File: config.mk
export PLATFORM = sky130hd
export DESIGN_NAME = object_scanline_sequencer
export DESIGN_NICKNAME = d
export VERILOG_FILES = /design/src/rtl/object_scanline_sequencer_pkg.sv /design/src/rtl/object_scanline_sequencer.sv
export SDC_FILE = /design/constraint.sdc
export NUM_CORES = 1
export LEC_CHECK = 0
export ABC_AREA = 1
export CORE_MARGIN = 10
export CORE_UTILIZATION = 45
export CTS_CLUSTER_DIAMETER = 30
export DETAILED_ROUTE_END_ITERATION = 8
export GPL_TIMING_DRIVEN = 0
export PLACE_DENSITY = 0.8
export SYNTH_ARGS = -nofsm -noshare
export SYNTH_HDL_FRONTEND = slang
export SYNTH_SLANG_ARGS = --single-unit
File: constraint.sdc
create_clock -name gpu_clk -period 2.42 [get_ports gpu_clk]
set_input_delay 0.484 -clock gpu_clk [delete_from_list [all_inputs] [get_ports gpu_clk]]
set_output_delay 0.484 -clock gpu_clk [all_outputs]
set_load 0.05 [all_outputs]
File: src/rtl/object_scanline_sequencer_pkg.sv
// Shared Mapache64 types for the object scanline path: OBM entry layout,
// sequencer state encoding and the per-line object cull test.
package mapache64;

  localparam int unsigned OBJ_X_W    = 9;
  localparam int unsigned OBJ_Y_W    = 8;
  localparam int unsigned OBJ_TILE_W = 8;
  localparam int unsigned OBJ_PAL_W  = 2;

  typedef struct packed {
    logic [OBJ_X_W-1:0]    x;
    logic [OBJ_Y_W-1:0]    y;
    logic [OBJ_TILE_W-1:0] tile;
    logic [OBJ_PAL_W-1:0]  palette;
    logic                  hflip;
    logic                  vflip;
  } obm_object_t;

  typedef enum logic [3:0] {
    SEQ_IDLE       = 4'd0,
    SEQ_CLEAR_REQ  = 4'd1,
    SEQ_CLEAR_WAIT = 4'd2,
    SEQ_FETCH      = 4'd3,
    SEQ_CHECK      = 4'd4,
    SEQ_LOAD_REQ   = 4'd5,
    SEQ_LOAD_WAIT  = 4'd6,
    SEQ_NEXT       = 4'd7,
    SEQ_DONE       = 4'd8
  } scan_seq_state_t;

  // An 8-line-tall object covers y when obj.y <= y <= obj.y+7, evaluated in
  // 9 bits so objects near the bottom never wrap onto the top lines.
  function automatic logic obj_on_line(input logic [OBJ_Y_W-1:0] y,
                                       input obm_object_t obj);
    logic [OBJ_Y_W:0] y9;
    logic [OBJ_Y_W:0] top9;
    y9   = {1'b0, y};
    top9 = {1'b0, obj.y};
    return (y9 >= top9) && (y9 <= top9 + 9'd7);
  endfunction

endpackage

File: src/rtl/object_scanline_sequencer.sv
// Per-line object scanline sequencer: clears the scanline buffer for a new Y,
// then walks the OBM from the highest index down to 0 and loads every object
// covering that Y, so lower indices are written last and win overlaps.
module object_scanline_sequencer
  import mapache64::*;
#(
  parameter int unsigned NUM_OBJECTS = 64,
  localparam int unsigned IDX_W = $clog2(NUM_OBJECTS)
) (
  input  logic             gpu_clk,
  input  logic             rst,
  input  logic             line_start_i,
  input  logic [7:0]       line_y_i,
  output logic             busy_o,
  output logic             done_o,
  output logic             overrun_o,
  output logic [IDX_W-1:0] obm_addr_o,
  input  obm_object_t      obm_object_i,
  input  logic             scan_ready_i,
  output logic             scan_clear_start_o,
  output logic [7:0]       scan_new_y_o,
  output logic             scan_load_start_o,
  output obm_object_t      scan_load_object_o
);

  localparam logic [IDX_W-1:0] LAST_IDX = IDX_W'(NUM_OBJECTS - 1);

  scan_seq_state_t  state_q;
  logic [IDX_W-1:0] index_q;
  logic [7:0]       y_q;
  obm_object_t      load_obj_q;

  // Sequencer FSM: state, OBM index, latched line Y and the held load object.
  always_ff @(posedge gpu_clk or posedge rst) begin
    if (rst) begin
      state_q    <= SEQ_IDLE;
      index_q    <= '0;
      y_q        <= '0;
      load_obj_q <= '0;
    end else begin
      case (state_q)
        SEQ_IDLE, SEQ_DONE: begin
          if (line_start_i) begin
            y_q     <= line_y_i;
            index_q <= LAST_IDX;
            state_q <= SEQ_CLEAR_REQ;
          end else begin
            state_q <= SEQ_IDLE;
          end
        end
        SEQ_CLEAR_REQ: begin
          if (scan_ready_i) state_q <= SEQ_CLEAR_WAIT;
        end
        SEQ_CLEAR_WAIT: begin
          if (scan_ready_i) state_q <= SEQ_FETCH;
        end
        SEQ_FETCH: begin
          state_q <= SEQ_CHECK;
        end
        SEQ_CHECK: begin
          if (obj_on_line(y_q, obm_object_i)) begin
            load_obj_q <= obm_object_i;
            state_q    <= SEQ_LOAD_REQ;
          end else begin
            state_q <= SEQ_NEXT;
          end
        end
        SEQ_LOAD_REQ: begin
          if (scan_ready_i) state_q <= SEQ_LOAD_WAIT;
        end
        SEQ_LOAD_WAIT: begin
          if (scan_ready_i) state_q <= SEQ_NEXT;
        end
        SEQ_NEXT: begin
          if (index_q == '0) begin
            state_q <= SEQ_DONE;
          end else begin
            index_q <= index_q - IDX_W'(1);
            state_q <= SEQ_FETCH;
          end
        end
        default: state_q <= SEQ_IDLE;
      endcase
    end
  end

  // Outputs decoded from registered state; start pulses are qualified by the
  // buffer's ready in the same cycle so a request is never issued while busy.
  assign busy_o             = (state_q != SEQ_IDLE) && (state_q != SEQ_DONE);
  assign done_o             = (state_q == SEQ_DONE);
  assign overrun_o          = line_start_i && busy_o;
  assign obm_addr_o         = index_q;
  assign scan_new_y_o       = y_q;
  assign scan_clear_start_o = (state_q == SEQ_CLEAR_REQ) && scan_ready_i;
  assign scan_load_start_o  = (state_q == SEQ_LOAD_REQ) && scan_ready_i;
  assign scan_load_object_o = load_obj_q;

endmodule

### Yosys cells after proc, flatten, opt, wreduce, memory -nomap -nowiden

Cells that the tools add are included.

* flip-flop bits (word level): 47
* bits of input ports: 41
* output and inout port bits: 48
* logic and storage cells: 53

* $add $sub $neg: 2
* $lt $le $gt $ge: 2
* equal/unequal tests: 15
* multiplexer cells: 11
* reduce and logical (&&, ||, !) cells: 14

Operators by type and width (number)
* $pmux 4 s8: 1
* $mux 4: 5
* $eq 4x3->1 const B: 4
* $mux 6: 2
* $ne 2x2->1 const B: 6
* $pmux 6 s2: 1
* $add 8x3->9 const B: 1
* $le 8x9->1: 1
* $eq 4x2->1 const B: 2
* $ge 8x8->1: 1
* $logic_not 6->1: 1
* $sub 6x1->6 const B: 1
* $logic_and 1x1->1: 5
* $eq 4x1->1 const B: 1
* $eq 4x4->1 const B: 1
* $logic_not 4->1: 1
* $ne 4x4->1 const B: 1
* $reduce_and 2->1: 2
* $reduce_and 4->1: 1
* $reduce_bool 4->1: 1
* $reduce_and 3->1: 1
* $mux 2: 1
* $reduce_bool 2->1: 1
* $reduce_or 2->1: 1
* $mux 1: 1

### Longest topological paths before layout

* depth in word-level cells: 5
* mapped depth: 20
* depth with buffers taken out: 19

### Worst setup path after synthesis

Ideal clock, no wire load.

* path type: register -> output
* start point: register state_q[2]
* end point: output port scan_load_start_o
* data arrival time: 2.016 ns
* data required time: 1.936 ns
* slack: -0.080 ns
* stages on the path, launching flop included: 5
* buffers on the path: 0
* cell sequence: dfrtp_1 inv_2 nor2_1 inv_2 nor4_1

* longest elaborated chain between the ends: 2

RTL lines
* from (decl): RTL line object_scanline_sequencer.sv:28 `scan_seq_state_t state_q;`
* from (signal assigned): RTL line object_scanline_sequencer.sv:36 `state_q <= SEQ_IDLE;`
* from (signal assigned): RTL line object_scanline_sequencer.sv:46 `state_q <= SEQ_CLEAR_REQ;`
* from (signal assigned): RTL line object_scanline_sequencer.sv:48 `state_q <= SEQ_IDLE;`
* $eq 4x3->1: RTL line object_scanline_sequencer.sv:95 `assign scan_load_start_o = (state_q == SEQ_LOAD_REQ) && scan_ready_i;`
* $logic_and 1x1->1: RTL line object_scanline_sequencer.sv:95
* to (decl): RTL line object_scanline_sequencer.sv:22 `output logic scan_load_start_o,`

No other way between the ends.

### Final worst setup path

* start point: input port obm_object_i[12] in the netlist's numbering
* end point: register load_obj_q (netlist bit scan_load_object_o[1])

* longest elaborated chain between the ends: 4
* elaborated cells on any way between the ends: 5
* classes of those cells: add/sub (1); order compare (2); reduce/logical (2)

RTL lines
* from (decl): RTL line object_scanline_sequencer.sv:18 `input obm_object_t obm_object_i,`
* $add 8x3->9: RTL line object_scanline_sequencer_pkg.sv:39 `return (y9 >= top9) && (y9 <= top9 + 9'd7);`
* $le 8x9->1: RTL line object_scanline_sequencer_pkg.sv:39
* $logic_and 1x1->1 *: RTL line object_scanline_sequencer_pkg.sv:39
* $reduce_and 2->1 (no line) *
* to (signal assigned): RTL line object_scanline_sequencer.sv:62 `load_obj_q <= obm_object_i;`
* to (decl): RTL line object_scanline_sequencer.sv:31 `obm_object_t load_obj_q;`

Mark *: on every way between the ends. The rest lies on a longest branch, timed or not.
A chain may end at the register's enable or synchronous reset.

==> run metrics <==
P_leak 1.91 nW; routed len/inst 14.5 um; Yosys reg bits 47; final net count 483; die area 9130 um2; Mean Syn Cell Area 7.98 um2; fmax 0.424 GHz; vias in the first global route 2352; VDD IR max 0.734 mV; H-tree depth 2; post-layout min period 2.36 ns; Worst Tran Pin Value 0.539 ns; Placed Instance Area 3570 um2; core area 5540 um2; outcome complete, no violations; Tot Pwr 5.18 mW; Worst-Skew Late Latency 0.29 ns; CP startpoint kind primary input; Max-Cap Viols 0; WL final 7.19 mm; DR DRC count 0; Final Cell Area 3830 um2; DRT antenna net count 0; final hold viol count 0; Initial Util 0.464; die width 95.6 um; layout cells sized above 1 0.158; number of DRC markers in iteration 0 85; CTS root buffer clkbuf_8; Syn Nets 381; Top Ports 89; placed cell count 483; HPWL after DPL 5.59 mm; Cell Area, Synth 2570 um2; most frequent cells in the layout nand2_1, clkdlybuf4s50_1, dfrtp_1, inv_1, nand2_2; maximum buffer depth of the clock tree 2; commonest non-fill, non-tap cell in the layout nand2_1; RePlAce Congestion 0.811; Slew Limit Fails 0; Hold WS 0.413 ns; final non-filler cell total 496; Post-Syn Instances 322; Crit Path Category in2reg; CP Max Fanout 5; slowest stage cell, crit path ha_1; Crit. End Element flop; CTS tree built; Synth Warn # 0; CTS clk-pin slew, worst paths 0.09 ns; Seq/Total Area, Yosys 0.458; DR vias/cell 4.94; worst endpoint required time 2.65 ns; Worst path most repeated cell nand2_1; unrepaired setup endpoints after global routing true; min-delay worst type in2reg; vias 2450; fin util 0.691; Rows 27; Port Buf Inserts 88; initial antenna violation count 0; Critical Path AT 2.59 ns; final setup fails 0; DRT Pass-1 Iters 4; CP cell instances buf_8, inv_4, ha_4, a21oi_4, xor2_1, ha_1, nand2_2, nor2_2, nand2_1, nand3_1, nand2_1, nand2_1, nand2_1, nand2_1, nand2_1, nand2_2, nor2_4, buf_6, clkbuf_16, nand2_2, nand2_1; clock skew 0.00498 ns; GR Overflow Total 0; fin crit share 0.975; Power per Cell Area 1350 nW/um2; worst reg-to-reg setup slack 0.35 ns; synth-to-layout area growth 49.0%; Rel. slew slack 0.639; global-route usage over all layers 0.152; clock sinks 47; delay of the slowest cell on the worst path 0.28 ns; hold-fix buffers at CTS 0; Inserted Clock Buffers 5; Die Height 95.6 um; ant diodes 0; first-pass GRT wire length 11.3 mm; synth unique cells 28; largest net degree at the start of global routing 26
-- registers in the layout (all words and copies together), names as in the netlist --
| name | flops |
|---|---|
| scan_load_object_o | 29 |
| obm_addr_o | 6 |
| state_q | 4 |
| scan_new_y_o | 8 |
-- critical path: cells and delay by family --
family	cells	cell delay [ns]
AOI/OAI and AO/OA	1	0.16
and+or+nand+nor	13	0.91
adders and majority gates	2	0.44
xor gates and xnor gates	1	0.18
buffers and inverters	4	0.41
-- repair_timing --
action,CTS,global route
pin swaps,5,17
setup buffers,4,1
resized for setup,32,51
cloned,0,1
setup endpoints to repair,32,33
-- through the flow --
step	TNS (ns)	worst slack (ns)
CTS	0	0.00331
floorplan	0	0.0234
global placement	-29.60	-0.774
detailed placement	-24.06	-0.876
global route	-0.839	-0.0820
finish	0	0.0615
-- per-layer routing --
metal | part of all wire | wire (um) | GRT usage | vias up
met5 | 0 | 0 | 0 | -
met4 | 0.011 | 78 | 0.0393 | 0
met1 | 0.44 | 3190 | 0.187 | 1139
li1 | - | - | - | 1230
met3 | 0.081 | 585 | 0.0393 | 7
met2 | 0.46 | 3340 | 0.257 | 74
-- synth_stat cells --
cell type | instances | area share
o21ai_1 | 1 | 0.0019
dfrtp_1 | 47 | 0.46
inv_2 | 5 | 0.0073
a21oi_4 | 1 | 0.0063
o21a_1 | 1 | 0.0029
nor4_1 | 1 | 0.0024
ha_1 | 18 | 0.088
nor2_2 | 1 | 0.0024
o21ai_0 | 34 | 0.066
buf_2 | 2 | 0.0039
clkbuf_2 | 1 | 0.0019
xnor2_1 | 1 | 0.0034
inv_1 | 28 | 0.041
buf_6 | 1 | 0.0044
nor2_4 | 1 | 0.0044
nand3_1 | 14 | 0.027
nand2_2 | 11 | 0.027
nand4_1 | 1 | 0.0024
nor3b_1 | 1 | 0.0029
a21oi_1 | 6 | 0.012
clkinv_1 | 1 | 0.0015
nor2_1 | 17 | 0.025
nand2_1 | 109 | 0.16
o211ai_1 | 2 | 0.0058
nor3_1 | 6 | 0.012
clkbuf_1 | 5 | 0.0073
xor2_1 | 5 | 0.017
buf_12 | 1 | 0.0078
-- power by group --
part           internal [mW]  switching (mW)
sequential              1.13           0.250
combinational           1.08            2.17
clock                  0.303           0.251
total                   2.51            2.67
-- cells by family after synthesis --
group / share of synthesized area
compound gates: 0.0949
xor+xnor: 0.0204
fa+ha+maj: 0.0876
buf+inv: 0.0750
flops: 0.458
simple gates: 0.264
-- final cells by class --
type / count / area, um2
sequential: 47 / 1180
multi-input combinational: 231 / 1270
fill: 477 / 1710
buffer: 10 / 77.6
inverter: 34 / 133
clock inverter: 1 / 30.0
tap: 72 / 90.1
clock buffer: 6 / 72.6
timing repair buffer: 95 / 977
-- final timing paths --
kind | to | cells past startpoint | start
max in group asynchronous | scan_new_y_o[3]$_DFFE_PP0P_ | 3 | rst
min in group asynchronous | scan_load_object_o[24]$_DFFE_PP0P_ | 2 | rst
hold / removal | scan_load_object_o[12]$_DFFE_PP0P_ | 3 | obm_object_i[12]
setup / recovery | scan_load_object_o[1]$_DFFE_PP0P_ | 21 | obm_object_i[12]
hold reg to reg | scan_load_object_o[8]$_DFFE_PP0P_ | 2 | scan_load_object_o[8]$_DFFE_PP0P_
setup reg to reg | scan_load_object_o[1]$_DFFE_PP0P_ | 16 | scan_new_y_o[4]$_DFFE_PP0P_
No activity file was read; power rests on OpenSTA's default activity.
